--- config.mk ---
export PLATFORM = sky130hd
export DESIGN_NAME = alu_mc_flat
export DESIGN_NICKNAME = d
export VERILOG_FILES = /design/src/rtl/core_pkg.sv /design/src/rtl/alu_mc_if.sv /design/src/rtl/alu_mc.sv /design/src/flat_wrapper.sv
export SDC_FILE = /design/constraint.sdc
export NUM_CORES = 1
export LEC_CHECK = 0
export CAP_MARGIN = 20
export CORE_MARGIN = 3
export CORE_UTILIZATION = 57
export CTS_CLUSTER_DIAMETER = 50
export DETAILED_ROUTE_END_ITERATION = 16
export PLACE_DENSITY = 0.82
export SLEW_MARGIN = 20
export SYNTH_ARGS = -nofsm -noshare
export SYNTH_HDL_FRONTEND = slang
export SYNTH_SLANG_ARGS = --single-unit
export TNS_END_PERCENT = 50
--- constraint.sdc ---
create_clock -name clk -period 4.5 [get_ports clk]
set_input_delay 0.45 -clock clk [delete_from_list [all_inputs] [get_ports clk]]
set_output_delay 0.45 -clock clk [all_outputs]
set_load 0.1 [all_outputs]
--- src/rtl/core_pkg.sv ---
// Shared decode/ALU type definitions: the ALU operation encoding.
package core_pkg;

  typedef enum logic [3:0] {
    ALU_ADD  = 4'd0,
    ALU_SUB  = 4'd1,
    ALU_SLTS = 4'd2,
    ALU_SLTU = 4'd3,
    ALU_AND  = 4'd4,
    ALU_OR   = 4'd5,
    ALU_XOR  = 4'd6,
    ALU_SLL  = 4'd7,
    ALU_SRL  = 4'd8,
    ALU_SRA  = 4'd9,
    ALU_MUL  = 4'd10,
    ALU_DIVU = 4'd11,
    ALU_REMU = 4'd12
  } alu_opcode_e;

endpackage

--- src/rtl/alu_mc_if.sv ---
// Request/response bundle between decode (master) and the multi-cycle ALU (slave).
interface alu_mc_if #(
  parameter int WIDTH = 32
);
  import core_pkg::*;

  logic             alu_flush_ip;
  logic             alu_enable_ip;
  alu_opcode_e      alu_operator_ip;
  logic [WIDTH-1:0] alu_operand_a_ip;
  logic [WIDTH-1:0] alu_operand_b_ip;
  logic             alu_ready_op;
  logic [WIDTH-1:0] alu_result_op;
  logic             alu_valid_op;
  logic             alu_error_op;

  modport master (
    output alu_flush_ip, alu_enable_ip, alu_operator_ip, alu_operand_a_ip, alu_operand_b_ip,
    input  alu_ready_op, alu_result_op, alu_valid_op, alu_error_op
  );

  modport slave (
    input  alu_flush_ip, alu_enable_ip, alu_operator_ip, alu_operand_a_ip, alu_operand_b_ip,
    output alu_ready_op, alu_result_op, alu_valid_op, alu_error_op
  );

endinterface

--- src/rtl/alu_mc.sv ---
// Multi-cycle ALU: single-cycle ops with one registered cycle, iterative MUL/DIVU/REMU in WIDTH+1 cycles.
// Define ALU_DIV_EN to build the restoring divider; otherwise DIVU/REMU complete as unsupported.
module alu_mc #(
  parameter int WIDTH = 32
) (
  input logic     clk,
  input logic     reset,
  alu_mc_if.slave bus
);
  import core_pkg::*;

  localparam int SHW = $clog2(WIDTH);
  localparam int CW  = $clog2(WIDTH + 1);

  typedef enum logic [1:0] {IDLE = 2'd0, ITER = 2'd1, DONE = 2'd2} state_e;

  state_e           state_r, state_nxt_s;
  logic [CW-1:0]    cnt_r;
  alu_opcode_e      op_r;
  logic [WIDTH-1:0] acc_r, a_r, b_r;
  logic [WIDTH-1:0] acc_nxt_s, a_nxt_s, b_nxt_s;
  logic [WIDTH-1:0] result_r, single_res_s, iter_res_s;
  logic             valid_r, error_r;
  logic             ready_s, accept_s, is_iter_s, single_err_s;
  logic [SHW-1:0]   shamt_s;
`ifdef ALU_DIV_EN
  logic [WIDTH:0]   div_shift_s, div_diff_s;
`endif

  assign accept_s           = bus.alu_enable_ip && ready_s && !bus.alu_flush_ip;
  assign bus.alu_ready_op   = ready_s;
  assign bus.alu_result_op  = result_r;
  assign bus.alu_valid_op   = valid_r;
  assign bus.alu_error_op   = error_r;

  always_ff @(posedge clk or posedge reset) begin
    if (reset) state_r <= IDLE;
    else       state_r <= state_nxt_s;
  end

  // Flush overrides every transition, including an acceptance in the same cycle.
  always_comb begin
    state_nxt_s = state_r;
    if (bus.alu_flush_ip) begin
      state_nxt_s = IDLE;
    end else begin
      case (state_r)
        IDLE, DONE: if (accept_s && is_iter_s) state_nxt_s = ITER; else state_nxt_s = IDLE;
        ITER:       if (cnt_r == {CW{1'b0}}) state_nxt_s = DONE; else state_nxt_s = ITER;
        default:    state_nxt_s = IDLE;
      endcase
    end
  end

  always_comb begin
    ready_s = 1'b1;
    case (state_r)
      ITER:    ready_s = 1'b0;
      default: ready_s = 1'b1;
    endcase
  end

  always_comb begin
    single_res_s = {WIDTH{1'b0}};
    single_err_s = 1'b0;
    is_iter_s    = 1'b0;
    shamt_s      = bus.alu_operand_b_ip[SHW-1:0];
    case (bus.alu_operator_ip)
      ALU_ADD:  single_res_s = bus.alu_operand_a_ip + bus.alu_operand_b_ip;
      ALU_SUB:  single_res_s = bus.alu_operand_a_ip - bus.alu_operand_b_ip;
      ALU_SLTS: single_res_s = {{(WIDTH-1){1'b0}},
                                ($signed(bus.alu_operand_a_ip) < $signed(bus.alu_operand_b_ip))};
      ALU_SLTU: single_res_s = {{(WIDTH-1){1'b0}}, (bus.alu_operand_a_ip < bus.alu_operand_b_ip)};
      ALU_AND:  single_res_s = bus.alu_operand_a_ip & bus.alu_operand_b_ip;
      ALU_OR:   single_res_s = bus.alu_operand_a_ip | bus.alu_operand_b_ip;
      ALU_XOR:  single_res_s = bus.alu_operand_a_ip ^ bus.alu_operand_b_ip;
      ALU_SLL:  single_res_s = bus.alu_operand_a_ip << shamt_s;
      ALU_SRL:  single_res_s = bus.alu_operand_a_ip >> shamt_s;
      ALU_SRA:  single_res_s = $signed(bus.alu_operand_a_ip) >>> shamt_s;
      ALU_MUL:  is_iter_s = 1'b1;
`ifdef ALU_DIV_EN
      ALU_DIVU, ALU_REMU: is_iter_s = 1'b1;
`else
      ALU_DIVU, ALU_REMU: single_err_s = 1'b1;
`endif
      default:  single_err_s = 1'b1;
    endcase
  end

  // One iteration step: shift-add multiply, or restoring divide with acc_r as remainder
  // and a_r collecting quotient bits. A zero divisor naturally yields all-ones / operand A.
  always_comb begin
    acc_nxt_s = acc_r;
    a_nxt_s   = {a_r[WIDTH-2:0], 1'b0};
    b_nxt_s   = {1'b0, b_r[WIDTH-1:1]};
    iter_res_s = acc_r;
`ifdef ALU_DIV_EN
    div_shift_s = {acc_r, a_r[WIDTH-1]};
    div_diff_s  = div_shift_s - {1'b0, b_r};
    if (op_r == ALU_DIVU || op_r == ALU_REMU) begin
      b_nxt_s = b_r;
      if (!div_diff_s[WIDTH]) begin
        acc_nxt_s = div_diff_s[WIDTH-1:0];
        a_nxt_s   = {a_r[WIDTH-2:0], 1'b1};
      end else begin
        acc_nxt_s = div_shift_s[WIDTH-1:0];
        a_nxt_s   = {a_r[WIDTH-2:0], 1'b0};
      end
    end else begin
      if (b_r[0]) acc_nxt_s = acc_r + a_r;
      else        acc_nxt_s = acc_r;
    end
    if (op_r == ALU_DIVU) iter_res_s = a_r;
    else                  iter_res_s = acc_r;
`else
    if (b_r[0]) acc_nxt_s = acc_r + a_r;
    else        acc_nxt_s = acc_r;
`endif
  end

  always_ff @(posedge clk or posedge reset) begin
    if (reset) begin
      cnt_r    <= {CW{1'b0}};
      op_r     <= ALU_ADD;
      acc_r    <= {WIDTH{1'b0}};
      a_r      <= {WIDTH{1'b0}};
      b_r      <= {WIDTH{1'b0}};
      result_r <= {WIDTH{1'b0}};
      valid_r  <= 1'b0;
      error_r  <= 1'b0;
    end else if (bus.alu_flush_ip) begin
      cnt_r   <= {CW{1'b0}};
      valid_r <= 1'b0;
      error_r <= 1'b0;
    end else begin
      case (state_r)
        ITER: begin
          if (cnt_r != {CW{1'b0}}) begin
            acc_r   <= acc_nxt_s;
            a_r     <= a_nxt_s;
            b_r     <= b_nxt_s;
            cnt_r   <= cnt_r - CW'(1);
            valid_r <= 1'b0;
            error_r <= 1'b0;
          end else begin
            result_r <= iter_res_s;
            valid_r  <= 1'b1;
            error_r  <= 1'b0;
          end
        end
        default: begin
          valid_r <= 1'b0;
          error_r <= 1'b0;
          if (accept_s && is_iter_s) begin
            cnt_r <= CW'(WIDTH);
            op_r  <= bus.alu_operator_ip;
            acc_r <= {WIDTH{1'b0}};
            a_r   <= bus.alu_operand_a_ip;
            b_r   <= bus.alu_operand_b_ip;
          end else if (accept_s) begin
            result_r <= single_res_s;
            valid_r  <= 1'b1;
            error_r  <= single_err_s;
          end
        end
      endcase
    end
  end

endmodule

--- src/flat_wrapper.sv ---
// flat-port wrapper written by rule: the top's interface ports become plain ports
module alu_mc_flat import core_pkg::*;
#(
  parameter int WIDTH = 32
)
  (clk, reset, bus_alu_flush_ip, bus_alu_enable_ip, bus_alu_operator_ip, bus_alu_operand_a_ip, bus_alu_operand_b_ip, bus_alu_ready_op, bus_alu_result_op, bus_alu_valid_op, bus_alu_error_op);
  alu_mc_if #(.WIDTH(WIDTH)) bus_i ();
  input logic clk;
  input logic reset;
  input wire logic [$bits(bus_i.alu_flush_ip)-1:0] bus_alu_flush_ip;
  input wire logic [$bits(bus_i.alu_enable_ip)-1:0] bus_alu_enable_ip;
  input wire logic [$bits(bus_i.alu_operator_ip)-1:0] bus_alu_operator_ip;
  input wire logic [$bits(bus_i.alu_operand_a_ip)-1:0] bus_alu_operand_a_ip;
  input wire logic [$bits(bus_i.alu_operand_b_ip)-1:0] bus_alu_operand_b_ip;
  output wire logic [$bits(bus_i.alu_ready_op)-1:0] bus_alu_ready_op;
  output wire logic [$bits(bus_i.alu_result_op)-1:0] bus_alu_result_op;
  output wire logic [$bits(bus_i.alu_valid_op)-1:0] bus_alu_valid_op;
  output wire logic [$bits(bus_i.alu_error_op)-1:0] bus_alu_error_op;
  assign bus_i.alu_flush_ip = bus_alu_flush_ip;
  assign bus_i.alu_enable_ip = bus_alu_enable_ip;
  assign bus_i.alu_operator_ip = bus_alu_operator_ip;
  assign bus_i.alu_operand_a_ip = bus_alu_operand_a_ip;
  assign bus_i.alu_operand_b_ip = bus_alu_operand_b_ip;
  assign bus_alu_ready_op = bus_i.alu_ready_op;
  assign bus_alu_result_op = bus_i.alu_result_op;
  assign bus_alu_valid_op = bus_i.alu_valid_op;
  assign bus_alu_error_op = bus_i.alu_error_op;
  alu_mc #(.WIDTH(WIDTH)) u_core (.clk(clk), .reset(reset), .bus(bus_i));
endmodule
==> PnR_summary.wiki <==
{| class="wikitable"
! Metric !! Value
|-
| Synthesized netlist net count || 2420
|-
| Met1 layer usage reported by global route || 59.0%
|-
| Met2 track demand over resource in global routing || 70.5%
|-
| Power per standard cell area || 281 nW/um^2
|-
| Mean instance size in the synthesized netlist || 7.36 sq um
|-
| Worst slack, placed || 415 ps
|-
| Met3 routing resource usage after global routing || 11.8%
|-
| Class of the most critical setup path || primary input to flip-flop
|-
| Launch point of the worst reg-to-reg path || u_core.a_r[0]
|-
| Yosys warning count || 0
|-
| Outcome || finished clean
|-
| Global-route wire length before repair || 109000 microns
|-
| Clock latency at the later pin of the worst-skew pair || 430 ps
|-
| CTS hold repair buffers || 0
|-
| Maximum VDD drop || 0.250 mV
|-
| Critical path data required time || 4800 ps
|-
| Count of buffers from port buffering || 106
|-
| Leakage dissipation || 8.22 nW
|-
| Path category of the worst min-delay check || flip-flop to flip-flop
|-
| Pin count of the biggest net entering global routing || 89
|-
| Portion of the post-synthesis area used by sequential elements || 21.2%
|-
| DRT Pass-1 Iters || 8
|-
| Top achievable clock speed || 264 MHz
|-
| IO Count || 107
|-
| Starting Density || 58.2%
|-
| Clock tree root driver cell || sky130_fd_sc_hd__clkbuf_16
|-
| # Max-Cap Violations || 0
|-
| Post-synth ARST share || 100%
|-
| Fraction of the core area covered by cells at the end of the flow || 66.5%
|-
| Sinks on Clock Net || 138
|-
| Final Critical Period || 3790 ps
|-
| Detail Route Antenna Nets || 0
|-
| Gate count of the mapped netlist || 2213
|-
| Most Used Layer, Global Route || met2
|-
| Clock-pin slew on the worst setup and hold paths || 70 ps
|-
| Post-synthesis register bit count || 138
|-
| Final weighted congestion in routability-driven placement || 1.09
|-
| Number of fillers in the final layout || 2394
|-
| Worst Skew || 14.1 ps
|-
| Total Nets Final || 2484
|-
| Chip width || 175 microns
|-
| DIE AREA || 30700 sq um
|-
| Placed wire-length estimate || 56200 microns
|-
| TritonCTS clock tree || built
|-
| Initial antenna violation count || 2
|-
| Startpoint type of the worst setup path || primary input
|-
| Number of vias per cell || 7.09
|-
| WL per Instance || 27.4 microns
|-
| Worst Path Max Fanout || 4
|-
| Transition time at the pin with the least slew margin || 997 ps
|-
| Unrepaired setup endpoints after global routing || no
|-
| TNS Setup || 0 ps
|-
| Global router's overall resource usage || 46.5%
|-
| Finish-stage setup viols || 0
|-
| # rows || 61
|-
| Critical path endpoint || u_core.bus.alu_result_op[24]
|-
| Area growth from synthesis to layout || 14.2%
|-
| Post-route worst hold slack || 469 ps
|-
| Number of distinct library cells after synthesis || 96
|-
| Via count of the first global-routing pass || 17.9k
|-
| Largest cells by area after synthesis || sky130_fd_sc_hd__dfrtp_1 (21%), sky130_fd_sc_hd__ha_1 (10%), sky130_fd_sc_hd__nand2_1 (7.2%)
|-
| Cell accounting for the most synthesized area || sky130_fd_sc_hd__dfrtp_1
|-
| Clock H-tree levels || 4
|-
| Share of final-layout standard cells stronger than drive strength 1 || 9.52%
|-
| Number of remaining DRC errors || 0
|-
| Critical Path End Type || flip-flop
|-
| Number of failing hold endpoints at the final stage || 0
|-
| Post-Syn Area || 16300 sq um
|-
| Vert. Die Dim || 175 microns
|-
| Worst rel slew slack || 33.4%
|-
| Overall overflow remaining after global route || 0
|-
| Final WS setup || 705 ps
|-
| Register-to-Register Path Depth || 12
|-
| Arrival @ worst endpoint || 4100 ps
|-
| # resized after CTS || 0
|-
| DR vias || 18.9k
|-
| Clock Tree Buf Depth || 2
|-
| Flop-to-flop setup slack || 850 ps
|-
| Max-slew violation count || 0
|-
| Fin crit share || 84.3%
|-
| Buffers inserted during post-CTS setup optimization || 0
|-
| Iteration-0 DRC Markers || 2852
|-
| TritonCTS buffer count || 17
|-
| Area fraction of the dominant cell type after synthesis || 21.2%
|-
| Setup crit start || bus_alu_operand_a_ip[0]
|-
| Most instantiated flip-flop cell in the synthesis netlist || sky130_fd_sc_hd__dfrtp_1
|-
| Count of flip-flops with a built-in enable after synthesis || 0
|-
| Core Region || 28000 sq um
|-
| Hold Path Stages || 1
|-
| Worst flop-to-flop path endpoint || u_core.acc_r[30]
|-
| Total wirelength of the detailed-routed design || 73100 microns
|}
## worst max-delay path: stages
cell	delay, ps
sky130_fd_sc_hd__clkdlybuf4s50_1	480
sky130_fd_sc_hd__ha_1	280
sky130_fd_sc_hd__fa_1	420
sky130_fd_sc_hd__a21oi_1	210
sky130_fd_sc_hd__o22ai_1	180
sky130_fd_sc_hd__a2111oi_2	620
sky130_fd_sc_hd__o21ai_1	270
sky130_fd_sc_hd__a311oi_1	620
sky130_fd_sc_hd__o221ai_1	200
sky130_fd_sc_hd__a211oi_1	270
sky130_fd_sc_hd__o21ai_0	100
## how the worst min path moves through the flow
stage / start / endpoint / slack, ps
after floorplan: u_core.state_r[0] / u_core.state_r[0] / 410
after global placement: u_core.state_r[0] / u_core.state_r[0] / 440
after detailed placement: u_core.state_r[0] / u_core.state_r[0] / 460
after CTS: u_core.state_r[0] / u_core.state_r[0] / 470
after global routing: u_core.state_r[0] / u_core.state_r[0] / 490
final: u_core.state_r[0] / u_core.state_r[0] / 470
## per-layer routing
metal,share of wire (%),vias up
li1,-,8196
met1,37,8904
met2,43,1508
met3,12,313
met4,8.1,2
met5,0.015,-
## state kept, by name, summed over array words and instances (netlist names)
signal and flops:
u_core.bus.alu_result_op 32, u_core.acc_r 32, u_core.a_r 32, u_core.state_r 2
u_core.cnt_r 6, u_core.bus.alu_error_op 1, u_core.b_r 32, u_core.bus.alu_valid_op 1
## cells in the final DEF (no fill, tap or decap), types with 91 or more instances in the layout
cell type	netlist	layout
sky130_fd_sc_hd__clkdlybuf4s50_1	0	102
sky130_fd_sc_hd__a21oi_1	184	184
sky130_fd_sc_hd__buf_4	1	98
sky130_fd_sc_hd__o21ai_0	154	154
sky130_fd_sc_hd__nor2_1	256	255
sky130_fd_sc_hd__inv_1	102	101
sky130_fd_sc_hd__dfrtp_1	138	138
sky130_fd_sc_hd__nand2_1	312	312
sky130_fd_sc_hd__ha_1	132	132
sky130_fd_sc_hd__a31oi_1	91	91
## Yosys cell counts, types with 10 or more instances
library cell,instances
sky130_fd_sc_hd__a31oi_1,91
sky130_fd_sc_hd__o21bai_1,10
sky130_fd_sc_hd__nand2_1,312
sky130_fd_sc_hd__mux2_2,12
sky130_fd_sc_hd__nor2_1,256
sky130_fd_sc_hd__buf_2,40
sky130_fd_sc_hd__nand3_1,56
sky130_fd_sc_hd__a211oi_1,47
sky130_fd_sc_hd__mux4_2,26
sky130_fd_sc_hd__a21oi_1,184
sky130_fd_sc_hd__o221ai_1,13
sky130_fd_sc_hd__buf_1,14
sky130_fd_sc_hd__clkbuf_1,108
sky130_fd_sc_hd__o21a_1,13
sky130_fd_sc_hd__inv_1,102
sky130_fd_sc_hd__nor3_1,47
sky130_fd_sc_hd__nor4_1,13
sky130_fd_sc_hd__o21ai_0,154
sky130_fd_sc_hd__a21o_1,37
sky130_fd_sc_hd__ha_1,132
sky130_fd_sc_hd__nor2b_1,15
sky130_fd_sc_hd__a221o_1,10
sky130_fd_sc_hd__o211ai_1,27
sky130_fd_sc_hd__dfrtp_1,138
sky130_fd_sc_hd__nand2b_1,15
sky130_fd_sc_hd__a311oi_1,14
sky130_fd_sc_hd__nand4_1,13
sky130_fd_sc_hd__a221oi_1,19
sky130_fd_sc_hd__and3_1,12
sky130_fd_sc_hd__mux2i_1,66
sky130_fd_sc_hd__xor2_1,18
sky130_fd_sc_hd__xnor2_1,25
sky130_fd_sc_hd__o22ai_1,15
## cell type report
cell class | count | area, sq um | area share, %
multi-input cells | 1804 | 11800 | 63.3
flip-flops and latches | 138 | 3450 | 18.6
repair buffers | 210 | 1910 | 10.3
well taps | 378 | 473 | 2.54
clock buffers | 18 | 429 | 2.31
inverters | 106 | 404 | 2.17
clock inverters | 14 | 151 | 0.813
diodes | 2 | 5.00 | 0.0269
## where the power goes
group	switching, mW	internal, mW	leakage [nW]	total (mW)
clock network	0.662	0.786	0.280	1.45
registers	0.146	1.41	1.80	1.55
logic	1.51	0.728	6.14	2.24
total	2.32	2.92	8.22	5.24
## kinds of logic after synthesis
logic type | after synthesis | share of synthesized area, %
and+or+nand+nor | 779 | 20.7
AOI/OAI and AO/OA | 743 | 30.1
buffers and inverters | 271 | 6.67
DFF | 138 | 21.2
adders and majority gates | 135 | 10.5
muxes | 104 | 8.48
xor gates and xnor gates | 43 | 2.31
## through the flow
step	total power, mW	instance area (sq um)	std cells
finish	5.24	18600	2670
global route	5.41	18600	2668
CTS	5.16	18600	2668
detailed placement	3.72	18000	2636
global placement	3.68	18000	2636
floorplan	2.99	16300	2213
No activity file was read; power rests on OpenSTA's default activity.
